<file path="src/rtl/uart_word_sender_pkg.sv">
// Shared types, constants and helpers for the UART word sender and its
// receive-side word detector.
package uart_word_sender_pkg;

  // Message FSM states
  typedef enum logic [2:0] {
    IDLE = 3'd0,
    LOAD = 3'd1,
    SEND = 3'd2,
    GAP  = 3'd3,
    FIN  = 3'd4
  } state_t;

  // 7-segment patterns (active low) shared with the detector's HEX path
  localparam logic [7:0] SEG_H = 8'b10001001;
  localparam logic [7:0] SEG_E = 8'b10000110;
  localparam logic [7:0] SEG_L = 8'b11000111;
  localparam logic [7:0] SEG_O = 8'b10100011;

  // ASCII codes of the default message characters
  localparam logic [7:0] ASCII_H = 8'h48;
  localparam logic [7:0] ASCII_E = 8'h45;
  localparam logic [7:0] ASCII_L = 8'h4C;
  localparam logic [7:0] ASCII_O = 8'h4F;

  // Clocks per bit; integer division, so the line rate rounds slightly fast
  function automatic int baud_div(input int clk_freq, input int baud);
    return clk_freq / baud;
  endfunction

endpackage

</file>
<file path="src/rtl/uart_word_sender_if.sv">
// Handshake and status bundle between a message requester and the word sender.
interface uart_word_sender_if;
  logic       start;
  logic       busy;
  logic       done;
  logic       TxD;
  logic [7:0] tx_byte;
  logic [3:0] byte_idx;

  modport master (output start, input busy, done, TxD, tx_byte, byte_idx);
  modport slave  (input start, output busy, done, TxD, tx_byte, byte_idx);
endinterface

</file>
<file path="src/rtl/uart_word_sender_tx_byte.sv">
// Single 8N1 frame serializer: start bit, eight data bits LSB first, stop bit.
// Every bit lasts exactly DIV clocks because the baud counter restarts on
// each byte_go rather than free-running.
module uart_tx_byte
  import uart_word_sender_pkg::*;
#(
  parameter int CLK_FREQ = 50_000_000,
  parameter int BAUD     = 115_200
) (
  input  logic       clk,
  input  logic       rst,
  input  logic       byte_go,
  input  logic [7:0] din,
  output logic       TxD,
  output logic       frame_done,
  output logic       tx_active
);

  localparam int DIV = baud_div(CLK_FREQ, BAUD);
  localparam int CW  = (DIV > 2) ? $clog2(DIV) : 1;
  localparam logic [CW-1:0] BAUD_LAST = CW'(DIV - 1);

  logic [CW-1:0] baud_cnt;
  logic [3:0]    bit_cnt;
  logic [8:0]    shreg;

  // Last clock of the stop bit; the message FSM advances on this edge
  assign frame_done = tx_active && (bit_cnt == 4'd9) && (baud_cnt == BAUD_LAST);

  // Load the frame, then shift one bit out every DIV clocks; line held at mark otherwise
  always_ff @(posedge clk or negedge rst) begin
    if (!rst) begin
      TxD       <= 1'b1;
      baud_cnt  <= '0;
      bit_cnt   <= '0;
      shreg     <= '1;
      tx_active <= 1'b0;
    end else if (byte_go) begin
      TxD       <= 1'b0;
      shreg     <= {1'b1, din};
      baud_cnt  <= '0;
      bit_cnt   <= '0;
      tx_active <= 1'b1;
    end else if (tx_active) begin
      if (baud_cnt == BAUD_LAST) begin
        baud_cnt <= '0;
        if (bit_cnt == 4'd9) begin
          tx_active <= 1'b0;
          TxD       <= 1'b1;
        end else begin
          TxD     <= shreg[0];
          shreg   <= {1'b1, shreg[8:1]};
          bit_cnt <= bit_cnt + 4'd1;
        end
      end else begin
        baud_cnt <= baud_cnt + 1'b1;
      end
    end
  end

endmodule

</file>
<file path="src/rtl/uart_word_sender.sv">
// Sends a fixed MSG_LEN-byte message as back-to-back 8N1 frames on one start
// pulse, with optional mark gaps between frames, plus busy/done and the
// current byte/index for the HEX display.
module uart_word_sender
  import uart_word_sender_pkg::*;
#(
  parameter int                   CLK_FREQ = 50_000_000,
  parameter int                   BAUD     = 115_200,
  parameter int                   MSG_LEN  = 5,
  parameter logic [8*MSG_LEN-1:0] MSG      = "HELLO",
  parameter int                   GAP_BITS = 0
) (
  input logic              clk,
  input logic              rst,
  uart_word_sender_if.slave bus
);

  localparam int DIV     = baud_div(CLK_FREQ, BAUD);
  localparam int GAP_CYC = (GAP_BITS > 0) ? GAP_BITS * DIV : 1;
  localparam int GW      = (GAP_CYC > 1) ? $clog2(GAP_CYC) : 1;
  localparam logic [GW-1:0] GAP_LAST = GW'(GAP_CYC - 1);
  localparam logic [3:0]    LAST_IDX = 4'(MSG_LEN - 1);

  state_t        state;
  logic          armed;
  logic          byte_go;
  logic          busy_q;
  logic          done_q;
  logic [7:0]    tx_byte_q;
  logic [3:0]    byte_idx_q;
  logic [GW-1:0] gap_cnt;
  logic          frame_done;
  logic          tx_active;
  logic          txd_line;

  // First message byte sits in the top bits of the packed string
  function automatic logic [7:0] msg_byte(input logic [3:0] idx);
    return MSG[8*(MSG_LEN - 1 - int'(idx)) +: 8];
  endfunction

  uart_tx_byte #(
    .CLK_FREQ(CLK_FREQ),
    .BAUD    (BAUD)
  ) u_tx (
    .clk       (clk),
    .rst       (rst),
    .byte_go   (byte_go),
    .din       (tx_byte_q),
    .TxD       (txd_line),
    .frame_done(frame_done),
    .tx_active (tx_active)
  );

  assign bus.TxD      = txd_line;
  assign bus.busy     = busy_q;
  assign bus.done     = done_q;
  assign bus.tx_byte  = tx_byte_q;
  assign bus.byte_idx = byte_idx_q;

  // Message sequencer; byte_go and tx_byte are set on entry to LOAD so the
  // shifter latches the new byte on the clock that leaves LOAD
  always_ff @(posedge clk or negedge rst) begin
    if (!rst) begin
      state      <= IDLE;
      armed      <= 1'b0;
      byte_go    <= 1'b0;
      busy_q     <= 1'b0;
      done_q     <= 1'b0;
      tx_byte_q  <= '0;
      byte_idx_q <= '0;
      gap_cnt    <= '0;
    end else begin
      armed   <= 1'b1;
      byte_go <= 1'b0;
      done_q  <= 1'b0;
      case (state)
        IDLE: begin
          if (bus.start && armed && !tx_active) begin
            state      <= LOAD;
            byte_idx_q <= 4'd0;
            tx_byte_q  <= msg_byte(4'd0);
            byte_go    <= 1'b1;
            busy_q     <= 1'b1;
          end
        end
        LOAD: begin
          state <= SEND;
        end
        SEND: begin
          if (frame_done) begin
            if (byte_idx_q == LAST_IDX) begin
              state  <= FIN;
              busy_q <= 1'b0;
              done_q <= 1'b1;
            end else if (GAP_BITS > 0) begin
              state   <= GAP;
              gap_cnt <= '0;
            end else begin
              state      <= LOAD;
              byte_idx_q <= byte_idx_q + 4'd1;
              tx_byte_q  <= msg_byte(byte_idx_q + 4'd1);
              byte_go    <= 1'b1;
            end
          end
        end
        GAP: begin
          if (gap_cnt == GAP_LAST) begin
            state      <= LOAD;
            byte_idx_q <= byte_idx_q + 4'd1;
            tx_byte_q  <= msg_byte(byte_idx_q + 4'd1);
            byte_go    <= 1'b1;
          end else begin
            gap_cnt <= gap_cnt + 1'b1;
          end
        end
        FIN: begin
          state      <= IDLE;
          tx_byte_q  <= '0;
          byte_idx_q <= '0;
        end
        default: begin
          state <= IDLE;
        end
      endcase
    end
  end

endmodule

</file>
<file path="src/flat_wrapper.sv">
// flat-port wrapper written by rule: the top's interface ports become plain ports
module uart_word_sender_flat import uart_word_sender_pkg::*;
#(
  parameter int                   CLK_FREQ = 50_000_000,
  parameter int                   BAUD     = 115_200,
  parameter int                   MSG_LEN  = 5,
  parameter logic [8*MSG_LEN-1:0] MSG      = "     ",
  parameter int                   GAP_BITS = 0
)
  (clk, rst, bus_start, bus_busy, bus_done, bus_TxD, bus_tx_byte, bus_byte_idx);
  uart_word_sender_if bus_i ();
  input logic clk;
  input logic rst;
  input wire logic [$bits(bus_i.start)-1:0] bus_start;
  output wire logic [$bits(bus_i.busy)-1:0] bus_busy;
  output wire logic [$bits(bus_i.done)-1:0] bus_done;
  output wire logic [$bits(bus_i.TxD)-1:0] bus_TxD;
  output wire logic [$bits(bus_i.tx_byte)-1:0] bus_tx_byte;
  output wire logic [$bits(bus_i.byte_idx)-1:0] bus_byte_idx;
  assign bus_i.start = bus_start;
  assign bus_busy = bus_i.busy;
  assign bus_done = bus_i.done;
  assign bus_TxD = bus_i.TxD;
  assign bus_tx_byte = bus_i.tx_byte;
  assign bus_byte_idx = bus_i.byte_idx;
  uart_word_sender #(.CLK_FREQ(CLK_FREQ), .BAUD(BAUD), .MSG_LEN(MSG_LEN), .MSG(MSG), .GAP_BITS(GAP_BITS)) u_core (.clk(clk), .rst(rst), .bus(bus_i));
endmodule
</file>
<file path="config.mk">
export PLATFORM = sky130hd
export DESIGN_NAME = uart_word_sender_flat
export DESIGN_NICKNAME = d
export VERILOG_FILES = /design/src/rtl/uart_word_sender_pkg.sv /design/src/rtl/uart_word_sender_if.sv /design/src/rtl/uart_word_sender_tx_byte.sv /design/src/rtl/uart_word_sender.sv /design/src/flat_wrapper.sv
export SDC_FILE = /design/constraint.sdc
export NUM_CORES = 1
export LEC_CHECK = 0
export ABC_CLOCK_PERIOD_IN_PS = 4900
export BUFFER_PORTS_ARGS = -buffer_cell sky130_fd_sc_hd__buf_2
export CAP_MARGIN = 20
export CORE_MARGIN = 2
export CORE_UTILIZATION = 50
export CTS_BUF_LIST = sky130_fd_sc_hd__clkbuf_4
export CTS_CLUSTER_DIAMETER = 30
export DETAILED_ROUTE_END_ITERATION = 12
export GPL_TIMING_DRIVEN = 0
export MAX_ROUTING_LAYER = met4
export PLACE_DENSITY = 0.74
export SETUP_SLACK_MARGIN = 0.15
export SYNTH_ARGS = -nofsm -noshare
export SYNTH_HDL_FRONTEND = slang
export SYNTH_SLANG_ARGS = --single-unit
</file>
<file path="constraint.sdc">
create_clock -name clk -period 4.9 [get_ports clk]
set_input_delay 0.735 -clock clk [delete_from_list [all_inputs] [get_ports clk]]
set_output_delay 0.735 -clock clk [all_outputs]
set_load 0.05 [all_outputs]
</file>
==> metrics.md <==
| Metric | Value |
|---|---|
| Outcome | `completed` |
| RR Endpoint | `u_core.bus.byte_idx[3]` |
| Area of placed instances | `0.00207 mm²` |
| Cell area after layout | `0.00212 mm²` |
| Final Hold Fails | `0` |
| Final antenna-violating net count | `0` |
| CTS max path bufs | `2` |
| Cell with the most instances after synthesis | `sky130_fd_sc_hd__dfrtp_1` |
| Sequential element share of the synthesized area | `45.7%` |
| M1 WL | `1.60 mm` |
| Number of port buffers | `10` |
| Yosys warning count | `0` |
| Total number of nets in the final design | `224` |
| Net load switching power | `0.113 mW` |
| Number of distinct standard cells referenced by the synthesized netlist | `48` |
| Topmost layer with routed signal wires | `met4` |
| Setup total negative slack | `0 ns` |
| Clock Sinks | `35` |
| X dimension of the die | `66.3 µm` |
| Cell area after synthesis | `0.00194 mm²` |
| Proportion of register bits with asynchronous set or reset after synthesis | `100%` |
| Required time of the critical path | `5.14 ns` |
| Post-synthesis average cell area | `10.2 µm²` |
| Root Buffer Master | `sky130_fd_sc_hd__clkbuf_4` |
| Area leader, netlist | `sky130_fd_sc_hd__dfrtp_1` |
| Multi-input gate area | `940 µm²` |
| Fin crit share | `41.8%` |
| CTS tree | `yes` |
| Count of instances resized after the clock tree is built | `0` |
| Number of setup violations in the final report | `0` |
| Leakage power summed over all cells | `0.959 nW` |
| Reported max-cap violation count | `0` |
| All-Layer GR Usage | `19.3%` |
| Vert. Die Dim | `66.3 µm` |
| Boundary pin count | `18` |
| Setup fix buffers added after clock tree synthesis | `0` |
| Portion of synthesized cell area occupied by the leading cell type | `33.5%` |
| Total Die Area | `0.00439 mm²` |
| Total wire length after detailed routing | `3.52 mm` |
| Predominant post-synthesis flop cell | `sky130_fd_sc_hd__dfrtp_1` |
| Std-Cell Core Area | `0.00369 mm²` |
| Routability cong. | `0.780` |
| DRT Pass-1 Iters | `5` |
| Nature of the critical path endpoint | `register` |
| Sequential cell fraction of total power | `62.2%` |
| Final period demand of the worst path | `2.05 ns` |
| Mapped Cells | `191` |
| Actual slew at the worst max-slew pin | `0.771 ns` |
| Setup repair after global routing missed its margin | `false` |
| Worst hold margin | `0.452 ns` |
| Signed area change from the synthesized netlist to the final layout | `9.55%` |
| Startpoint of the worst register-to-register path | `u_core.bus.byte_idx[0]` |
| Starting density of the core | `52.6%` |
| Synthesis-stage register bit count | `35` |
| Deepest level of the CTS H-tree | `2` |
| Standard-cell row count | `22` |
| Fmax | `488 MHz` |
| Data arrival time at the worst-slack endpoint | `2.29 ns` |
| DRC Markers | `0` |
| Overflow after GRT | `0` |
| Maximum VDD drop | `0.147 mV` |
| Least setup slack across all paths after layout | `2.85 ns` |
| Length of routed met3 wiring | `153 µm` |
| Filler Cells Inserted | `347` |
| Inserted Diodes | `0` |
| Global-route wire length before repair | `6.02 mm` |
| Crit path kind | `reg2reg` |
| Worst skew pair latency | `0.35 ns` |
| Number of cells on the worst reg-to-reg path | `6` |
| Routed wire length on met2 | `1.67 mm` |
| Internal Power | `0.352 mW` |
| Switching share of power | `24.3%` |
| Fraction of final layout cells with drive strength greater than 1 | `21.9%` |
| Post-detailed-placement half-perimeter wirelength | `2.45 mm` |
| Maximum number of pins on one net before global-route repair | `36` |
| # hold bufs at CTS | `0` |
| Max-slew violation total from the final report | `0` |
| First DRT Iteration DRCs | `59` |
| Leading cell types by count after synthesis | `sky130_fd_sc_hd__dfrtp_1, sky130_fd_sc_hd__nand2_1, sky130_fd_sc_hd__a21oi_1` |
| Clk pwr share | `33.1%` |
| Average wire length per cell after detail routing | `13.4 µm` |
| Core occupancy in the finished layout | `57.6%` |
| Max-Slew Margin vs Limit | `48.6%` |
| Reg area | `887 µm²` |
| Total CTS buffers | `5` |
| Clk pin slew, worst setup/hold paths | `0.10 ns` |
| Final clock skew | `0.00738 ns` |
| Main area contributors after synthesis | `sky130_fd_sc_hd__dfrtp_1, sky130_fd_sc_hd__dfstp_2, sky130_fd_sc_hd__ha_1, sky130_fd_sc_hd__a21oi_1, sky130_fd_sc_hd__nand2_1` |
| Via total after detailed routing | `1428` |
| Startpoint types | `register` |
| Slack of the worst reg-to-reg path | `2.85 ns` |
| Post-Place Worst Slack | `2.87 ns` |
| Number of vias per cell after detailed routing | `5.43` |
| Portion of total power attributed to combinational logic | `4.8%` |
| Via count of the first global-routing pass | `1341` |
| Number of flops mapped to enable cells by yosys | `0` |
| Initial antenna violation count | `0` |
| Type of the tightest min-delay check | `in2async` |
| Power density over cell area | `219 mW/mm²` |
| Worst-path maximum fanout | `6` |
[critical path, cell delays in order (launching register included)]
cell and delay [ns]:
sky130_fd_sc_hd__dfrtp_1 0.45, sky130_fd_sc_hd__inv_1 0.09, sky130_fd_sc_hd__ha_1 0.20, sky130_fd_sc_hd__and3b_1 0.21, sky130_fd_sc_hd__nor4_4 0.41, sky130_fd_sc_hd__a2bb2oi_4 0.25
sky130_fd_sc_hd__mux2_4 0.32
[worst max-delay path by stage]
stage | to | start
final | u_core.bus.byte_idx[3] | u_core.bus.byte_idx[0]
after global routing | u_core.bus.byte_idx[3] | u_core.bus.byte_idx[0]
after CTS | u_core.bus.byte_idx[3] | u_core.bus.byte_idx[0]
after detailed placement | u_core.bus.byte_idx[3] | u_core.bus.byte_idx[0]
after global placement | u_core.bus.byte_idx[3] | u_core.bus.byte_idx[0]
after floorplan | u_core.bus.byte_idx[3] | u_core.bus.byte_idx[0]
[power by group through the flow]
stage               sequential, mW  combinational, mW  clock (mW)
finish                       0.290             0.0222       0.154
floorplan                    0.295             0.0161           0
detailed placement           0.295             0.0225           0
CTS                          0.290             0.0225       0.160
global route                 0.290             0.0242       0.172
global placement             0.295             0.0226           0
[kinds of logic after synthesis]
group / after synthesis / synth area share (%)
fa+ha+maj: 7 / 4.52
other cells: 2 / 0.387
mux: 3 / 1.81
compound gates: 38 / 13.2
flops: 35 / 45.7
xor+xnor: 9 / 4.06
simple gates: 72 / 23.3
buf+inv: 25 / 6.97
[state kept, by name, indices dropped and copies added (netlist names)]
register               flops
u_core.u_tx.shreg          8
u_core.bus.done            1
u_core.u_tx.tx_active      1
u_core.u_tx.bit_cnt        4
u_core.u_tx.baud_cnt       9
u_core.bus.tx_byte         1
u_core.bus.busy            1
u_core.u_tx.TxD            1
u_core.state               3
u_core.bus.byte_idx        4
u_core.byte_go             1
u_core.armed               1
[area by class of cell]
| class | count | share of cell area (%) |
|---|---|---|
| Multi-Input combinational cell | 137 | 44.2 |
| Sequential cell | 35 | 41.8 |
| Buffer | 16 | 4.77 |
| Tap cell | 48 | 2.83 |
| Timing Repair Buffer | 10 | 2.36 |
| Clock buffer | 6 | 2.12 |
| Inverter | 9 | 1.59 |
| Clock inverter | 2 | 0.353 |
[layout by cell type (no fill, tap or decap), drive strengths merged, types with 6 or more instances in the layout]
cell	Yosys	layout
nor3	7	7
dfstp	9	9
o21ai	7	7
buf	11	21
xor2	6	6
inv	9	9
ha	7	7
conb	2	8
nor2	13	13
a21oi	14	14
dfrtp	26	26
nand2	15	15
nand3	10	10
clkbuf	5	11
[metal layers]
metal	vias up	GRT usage, %
met5	-	-
met4	0	9.95
met3	7	6.13
met2	28	29.8
met1	691	22.6
li1	702	-
[stage by stage]
| stage | instances | power (mW) |
|---|---|---|
| final | 263 | 0.466 |
| after global routing | 263 | 0.486 |
| after CTS | 263 | 0.472 |
| after detailed placement | 255 | 0.317 |
| after global placement | 255 | 0.317 |
| after floorplan | 197 | 0.311 |
No activity file was read; power rests on OpenSTA's default activity.
